File: src/rtl/timer_bank.sv
// timer_bank: bank of independent down-counting timers with byte-wide CPU register access.
// Each channel: reload, live count with read snapshot, control (EN/PERIODIC/IE) and W1C pending status.
module timer_bank #(
  parameter int CHANNELS = 2,
  parameter int WIDTH    = 24
) (
  input  logic                clk,
  input  logic                reset_n,
  input  logic [5:0]          addr,
  input  logic                wr,
  input  logic [7:0]          wdata,
  output logic [7:0]          rdata,
  output logic [CHANNELS-1:0] irq_vec,
  output logic                irq
);
  logic [3:0] w_reg;
  logic [4:0] w_bit;
  logic [7:0] w_rbytes [CHANNELS];
  logic [7:0] w_rd;
  assign w_reg = addr[3:0];
  assign w_bit = {addr[1:0], 3'b000};
  genvar c;
  for (c = 0; c < CHANNELS; c++) begin : g_ch
    logic [WIDTH-1:0] r_reload, r_count, r_snap;
    logic             r_en, r_per, r_ie, r_pend;
    logic             w_sel, w_wr_rel, w_wr_ctl, w_wr_sts, w_rd_snap;
    logic             w_rise, w_tick, w_expire, w_per;
    logic [31:0]      w_rel_ext, w_rel_new, w_cnt_ext, w_snap_ext;
    logic [7:0]       w_rbyte;
    assign w_sel      = addr[5:4] == 2'(c);
    assign w_wr_rel   = wr & w_sel & (w_reg < 4'd4);
    assign w_wr_ctl   = wr & w_sel & (w_reg == 4'd8);
    assign w_wr_sts   = wr & w_sel & (w_reg == 4'd9);
    assign w_rd_snap  = ~wr & w_sel & (w_reg == 4'd4);
    assign w_rel_ext  = 32'(r_reload);
    assign w_cnt_ext  = 32'(r_count);
    assign w_snap_ext = 32'(r_snap);
    // A control write that clears EN freezes the count on that very edge.
    assign w_rise   = w_wr_ctl & wdata[0] & ~r_en;
    assign w_tick   = r_en & (~w_wr_ctl | wdata[0]);
    assign w_expire = w_tick & (r_count == '0);
    assign w_per    = w_wr_ctl ? wdata[1] : r_per;
    always_comb begin
      w_rel_new = w_rel_ext;
      w_rel_new[w_bit +: 8] = wdata;
    end
    assign w_rbyte = (w_reg < 4'd4)  ? w_rel_ext[w_bit +: 8] :
                     (w_reg == 4'd4) ? w_cnt_ext[7:0] :
                     (w_reg < 4'd8)  ? w_snap_ext[w_bit +: 8] :
                     (w_reg == 4'd8) ? {5'b0, r_ie, r_per, r_en} :
                     (w_reg == 4'd9) ? {7'b0, r_pend} : 8'h00;
    assign w_rbytes[c] = w_sel ? w_rbyte : 8'h00;
    assign irq_vec[c]  = r_pend & r_ie;
    always_ff @(posedge clk or negedge reset_n) begin
      if (!reset_n) begin
        r_reload <= '0;
        r_count  <= '0;
        r_snap   <= '0;
        r_en     <= 1'b0;
        r_per    <= 1'b0;
        r_ie     <= 1'b0;
        r_pend   <= 1'b0;
      end else begin
        if (w_wr_rel) r_reload <= w_rel_new[WIDTH-1:0];
        if (w_rd_snap) r_snap <= r_count;
        if (w_rise) r_count <= r_reload;
        else if (w_tick) r_count <= (r_count != '0) ? r_count - 1'b1 : (w_per ? r_reload : r_count);
        r_en <= (w_wr_ctl ? wdata[0] : r_en) & ~(w_expire & ~w_per);
        if (w_wr_ctl) begin
          r_per <= wdata[1];
          r_ie  <= wdata[2];
        end
        r_pend <= w_expire | (r_pend & ~(w_wr_sts & wdata[0]));
      end
    end
  end
  always_comb begin
    w_rd = 8'h00;
    for (int i = 0; i < CHANNELS; i++) w_rd = w_rd | w_rbytes[i];
  end
  always_ff @(posedge clk or negedge reset_n) begin
    if (!reset_n) rdata <= 8'h00;
    else if (!wr) rdata <= w_rd;
  end
  assign irq = |irq_vec;
endmodule

File: config.mk
export PLATFORM = sky130hd
export DESIGN_NAME = timer_bank
export DESIGN_NICKNAME = d
export VERILOG_FILES = /design/src/rtl/timer_bank.sv
export SDC_FILE = /design/constraint.sdc
export NUM_CORES = 1
export LEC_CHECK = 0
export BUFFER_PORTS_ARGS = -buffer_cell sky130_fd_sc_hd__buf_4
export CAP_MARGIN = 10
export CORE_MARGIN = 8
export CORE_UTILIZATION = 50
export CTS_BUF_LIST = sky130_fd_sc_hd__clkbuf_8 sky130_fd_sc_hd__clkbuf_16
export CTS_CLUSTER_SIZE = 25
export DETAILED_ROUTE_END_ITERATION = 16
export GPL_ROUTABILITY_DRIVEN = 1
export PLACE_DENSITY = 0.69
export SYNTH_ARGS = -nofsm -noshare
export SYNTH_HDL_FRONTEND = slang
export SYNTH_SLANG_ARGS = --single-unit
File: constraint.sdc
create_clock -name clk -period 3.5 [get_ports clk]
set_clock_uncertainty 0.1 [all_clocks]
set_input_delay 0.7 -clock clk [delete_from_list [all_inputs] [get_ports clk]]
set_output_delay 0.7 -clock clk [all_outputs]
set_load 0.005 [all_outputs]
After elaboration in Yosys (flattened, before gate mapping)

Index checks and enable logic that the tools add are counted.

Flip-flop bits (word level): 160

Add/sub/neg operators: 3
Eq/ne operators: 4
Magnitude comparators: 2
Mux-type cells: 26
Reduce and logical (&&, ||, !) cells: 12
Shift operators: 6
Bitwise gates (word level): 46

Operators by type and width:

| cell                   | count |
|---|---|
| $mux 24                | 8 |
| $shiftx 32x6->8        | 4 |
| $bwmux 32              | 2 |
| $mux 8                 | 8 |
| $logic_not 24->1       | 2 |
| $reduce_bool 24->1     | 2 |
| $sub 24x1->24 const B  | 2 |
| $shift 8x7->32 const A | 1 |
| $shiftx 8x7->32        | 1 |
| $and 1x1->1            | 30 |
| $not 1->1              | 11 |
| $eq 4x4->1 const B     | 2 |
| $or 8x8->8             | 1 |
| $neg 5->7              | 1 |
| $mux 1                 | 6 |
| $mux 3                 | 2 |
| $reduce_bool 3->1      | 2 |
| $eq 4x3->1 const B     | 1 |
| $lt 4x3->1 const B     | 1 |
| $lt 4x4->1 const B     | 1 |
| $or 1x1->1             | 4 |
| $reduce_and 2->1       | 2 |
| $reduce_bool 2->1      | 2 |
| $eq 2x1->1 const B     | 1 |
| other kinds (2)        | 2 |

Longest topological paths before layout

Depth after elaboration: 10
Gate-level depth with buffers: 11

Worst setup path after synthesis

OpenSTA, ideal clock, no wires.

Path kind: input to register
Start: in addr[1]
End: reg g_ch[0].r_count[16]
Path buffers: 4
Data arrival time: 3.328 ns
Path slack: -0.051 ns
Stages: 11
Data required time: 3.277 ns
Library setup time: 0.123 ns
Cell sequence: clkbuf_1 > buf_1 > inv_1 > ha_1 > and4b_1 > nand4b_1 > o21a_1 > clkbuf_1 > clkbuf_1 > mux2i_1 > o2bb2ai_1

Word-level cells in the longest chain between the ends: 7
Elaborated cells between the ends (all ways): 12
Those cells by class: eq/ne: 1; mux: 2; bitwise: 6; reduce/logical: 3

RTL lines:

| element                     | line | RTL |
|---|---|---|
| start, declared             | 9    | `input logic [5:0] addr,` |
| $eq 4x4->1 (*)              | 32   | `assign w_wr_ctl = wr & w_sel & (w_reg == 4'd8);` |
| $and 1x1->1 (*)             | 32   |  |
| $not 1->1                   | 40   | `assign w_tick = r_en & (~w_wr_ctl \| wdata[0]);` |
| $or 1x1->1                  | 40   |  |
| $and 1x1->1                 | 40   |  |
| $reduce_bool 2->1 (no line) | n/a  |  |
| $reduce_and 2->1 (no line)  | n/a  |  |
| end signal, assigned        | 66   | `if (w_rise) r_count <= r_reload;` |
| end signal, assigned        | 67   | `else if (w_tick) r_count <= (r_count != '0) ? r_count - 1'b1 : (w_per ? r_reload : r_count);` |
| end, declared               | 24   | `logic [WIDTH-1:0] r_reload, r_count, r_snap;` |

Every way passes the cells marked *; elsewhere a longest branch is shown, timed or not.
A chain may end at the register's enable or synchronous reset.

Final worst setup path

Start: reg g_ch[1].r_count[7]
End: reg g_ch[1].r_count[23]

Word-level cells in the longest chain between the ends: 4
Elaborated cells between the ends (all ways): 7
Those cells by class: add/sub: 1; mux: 3; reduce/logical: 3

RTL lines:

| element                                                    | line |
|---|---|
| start, declared                                            | 24 |
| start signal, assigned                                     | 66 |
| start signal, assigned                                     | 67 |
| $sub 24x1->24 / $reduce_bool 24->1 (equally long branches) | 67 |
| $mux 24 (2 in a row)                                       | 67 |
| $mux 24                                                    | 66 |

Parallel ways exist; a longest one is shown, timed or not. The select of a mux whose other input is x is not followed.

==> out/metrics.cfg <==
[sta]
fin_tns_setup_ns = 0
hold_ws_ns = 0.1863
fmax_ghz = 0.3251
fin_crit_ns = 3.076
fin_crit_sh_pct = 87.89
setup_viol = 0
drv_slew = 0
worst_pin_slew_ns = 0.8047
rsz0062_at_grt = no
relSlewSlack_pct = 46.19
hold_viol = 0

[global_routing]
grt_pass1_vias = 7261
grt-ovfl-total = 0
groute.usage.overall_pct = 24.58
use_met1_pct = 37.29
use_met3_pct = 5.006
grt_max_degree = 72
top_usage_layer = met1
met2_usage_pct = 33.69
grt_pass1_wl_um = 42000
antenna_found_initial = 0

[floorplan]
fp-row-count = 48
die_w_um = 149.4
ios = 28
die_y_um = 149.4
die-area_mm2 = 0.02232
start_util_pct = 51.27
core_mm2 = 0.01736

[synthesis]
netlist.area_leader.share_pct = 44.99
syn_inst = 916
syn_nets = 941
postSynth.asyncResetShare_pct = 100.0
yosysWarnings = 0
synth-edff-count = 0
yosysSeqAreaShare_pct = 44.99
yosysTopAreaCell = dfrtp_1
synth_ff_type = dfrtp_1
ys_types = 61
netlist_area_mm2 = 0.008899
ys_seq_elements = 160
syn_area_per_cell_um2 = 9.715
synthTopCellsByArea = dfrtp_1 (45%), mux2i_1 (7.6%), mux2_2 (6.3%), nand2_1 (4.0%), o21ai_0 (3.8%)

[pwr]
vdd_drop_max_v = 0.0003656
power.leakage_nw = 4.337
powerDensity_mw_per_mm2 = 516.8

[place]
placed_cells = 1131
place_congestion = 0.9218
hpwl_um = 18990
portBuffers = 27

[drt]
post_drt_wl_per_cell_um = 23.01
drcViolationCount = 0
avgViaCountPerCell = 6.518
drt_iter0_markers = 882
drtPass1Iterations = 5
postRouteAntennaNets = 0
drt_wl_total_um = 26760
vias = 7580

[critical_path]
cp-start-kind = flip-flop
path_class = flip-flop to flip-flop
crit_required_ns = 3.75
slowest_delay_ns = 0.72
worstSetupEndpointType = flip-flop
path_cells = or4_1 > nor4_1 > a31oi_2 > buf_4 > o22ai_1 > o2bb2ai_1
r2r_cells = 6
worst-path-max-fanout = 15
reg2reg_from = g_ch[1].r_count[7]
ff2ff_setup_slack_ns = 0.42
r2r-end = g_ch[1].r_count[23]
arrival_ns = 3.33
cp_slowest_cell = or4_1

[cells_and_area]
final_util_pct = 57.41
fill_cells = 1527
syn_to_final_growth_pct = 11.98
layoutNonFillerInstCount = 1163
n_antenna_cell = 0
fin_nets = 950
drive_gt1_share_pct = 16.74

[clock_tree]
cts_resized = 0
cts_buffers = 17
worstSkewPairLatency_ns = 0.44
cts_max_level = 4
clk_pin_slew_ns = 0.06
cts_tree = built
postCtsHoldBufs = 0
cts_setup_buffers = 0
cts_root_buffer = clkbuf_16
clockBufferDepth = 2
clock_sinks = 160

[outcome]
status = finished clean

[worst_hold_path]
min_path_type = input pin to async pin

[job]
maxCapViolCount = 0

## synthesized netlist by cell type (all sizes together), types with 9 or more instances
cell type,instances
mux2,50
buf,14
nor4,23
a31oi,14
or4,9
mux2i,68
dfrtp,160
a22o,21
inv,29
nor2b,10
nor3,42
o21ai,68
a21oi,15
o2bb2ai,36
a22oi,12
nand2,95
nor2,43
o22ai,47
or3,13
clkbuf,58
## placed cells by master (no fill, tap or decap), drive strengths merged, types with 5 or more instances in the layout
cell / n
nor3: 42
a22oi: 12
a311o: 5
nand2b: 7
nor2b: 10
o22ai: 47
or4: 9
o2bb2ai: 36
nand2: 95
nor4: 23
dfrtp: 160
ha: 8
nand4: 7
mux2i: 68
mux2: 50
inv: 36
clkbuf: 18
a21oi: 15
nor2: 43
a221oi: 6
o21ai: 68
a22o: 21
o211ai: 6
or3: 13
a31oi: 14
buf: 62
## worst max path at each step
stage	start	endpoint	slack, ns
floorplan	addr[1]	g_ch[0].r_count[8]	0.05
global placement	g_ch[1].r_count[7]	g_ch[1].r_count[6]	0.52
detailed placement	g_ch[1].r_count[7]	g_ch[1].r_count[4]	0.50
CTS	g_ch[1].r_count[7]	g_ch[1].r_count[23]	0.45
global route	g_ch[1].r_count[7]	g_ch[1].r_count[23]	0.21
finish	g_ch[1].r_count[7]	g_ch[1].r_count[23]	0.42
## critical path: cells and delay by family (launching register included)
family / cells / cell delay [ns]
flip-flops: 1 / 0.49
AO/OA/AOI/OAI: 3 / 0.82
AND/OR/NAND/NOR: 2 / 1.25
buffers and inverters: 1 / 0.32
## sequential cells by signal, indices dropped and copies added, names as in the netlist
signal	flops
g_ch.r_per	2
g_ch.r_reload	48
g_ch.r_pend	2
rdata	8
g_ch.r_en	2
g_ch.r_snap	48
g_ch.r_ie	2
g_ch.r_count	48
## report_power, final
group	switching [W]	internal (W)
clock network	0.000837	0.00109
logic	0.000613	0.000379
registers	0.000217	0.00201
## per-layer routing
metal | wire, um | share of wire (%)
met5 | 0 | 0
met3 | 2266 | 8.5
met1 | 12580 | 47
met2 | 11340 | 42
met4 | 575 | 2.1
## stage by stage
step | area (um2) | power (W) | worst slack [ns]
after global routing | 9965 | 0.005369 | 0.2057
final | 9965 | 0.005150 | 0.4238
after detailed placement | 9358 | 0.003228 | 0.4982
after global placement | 9358 | 0.003215 | 0.5212
after CTS | 9965 | 0.005146 | 0.4453
after floorplan | 8900 | 0.002848 | 0.04912
## cell type report
cell class | instances | area [um2] | share of cell area, %
inverters | 29 | 108.9 | 1.092
well taps | 225 | 281.5 | 2.825
flip-flops and latches | 160 | 4004 | 40.18
multi-input cells | 655 | 4482 | 44.98
repair buffers | 62 | 481.7 | 4.834
clock buffers | 18 | 439.2 | 4.407
clock inverters | 14 | 167.7 | 1.683
## logic make-up (layout without fill, tap and decap cells)
group | count (synthesis) | after routing | synth area share, %
flops | 160 | 160 | 44.99
mux | 118 | 118 | 13.98
simple gates | 277 | 277 | 15.58
fa+ha+maj | 8 | 8 | 1.125
compound gates | 252 | 252 | 19.54
buf+inv | 101 | 123 | 4.781
(Power assumes the default switching activity.)
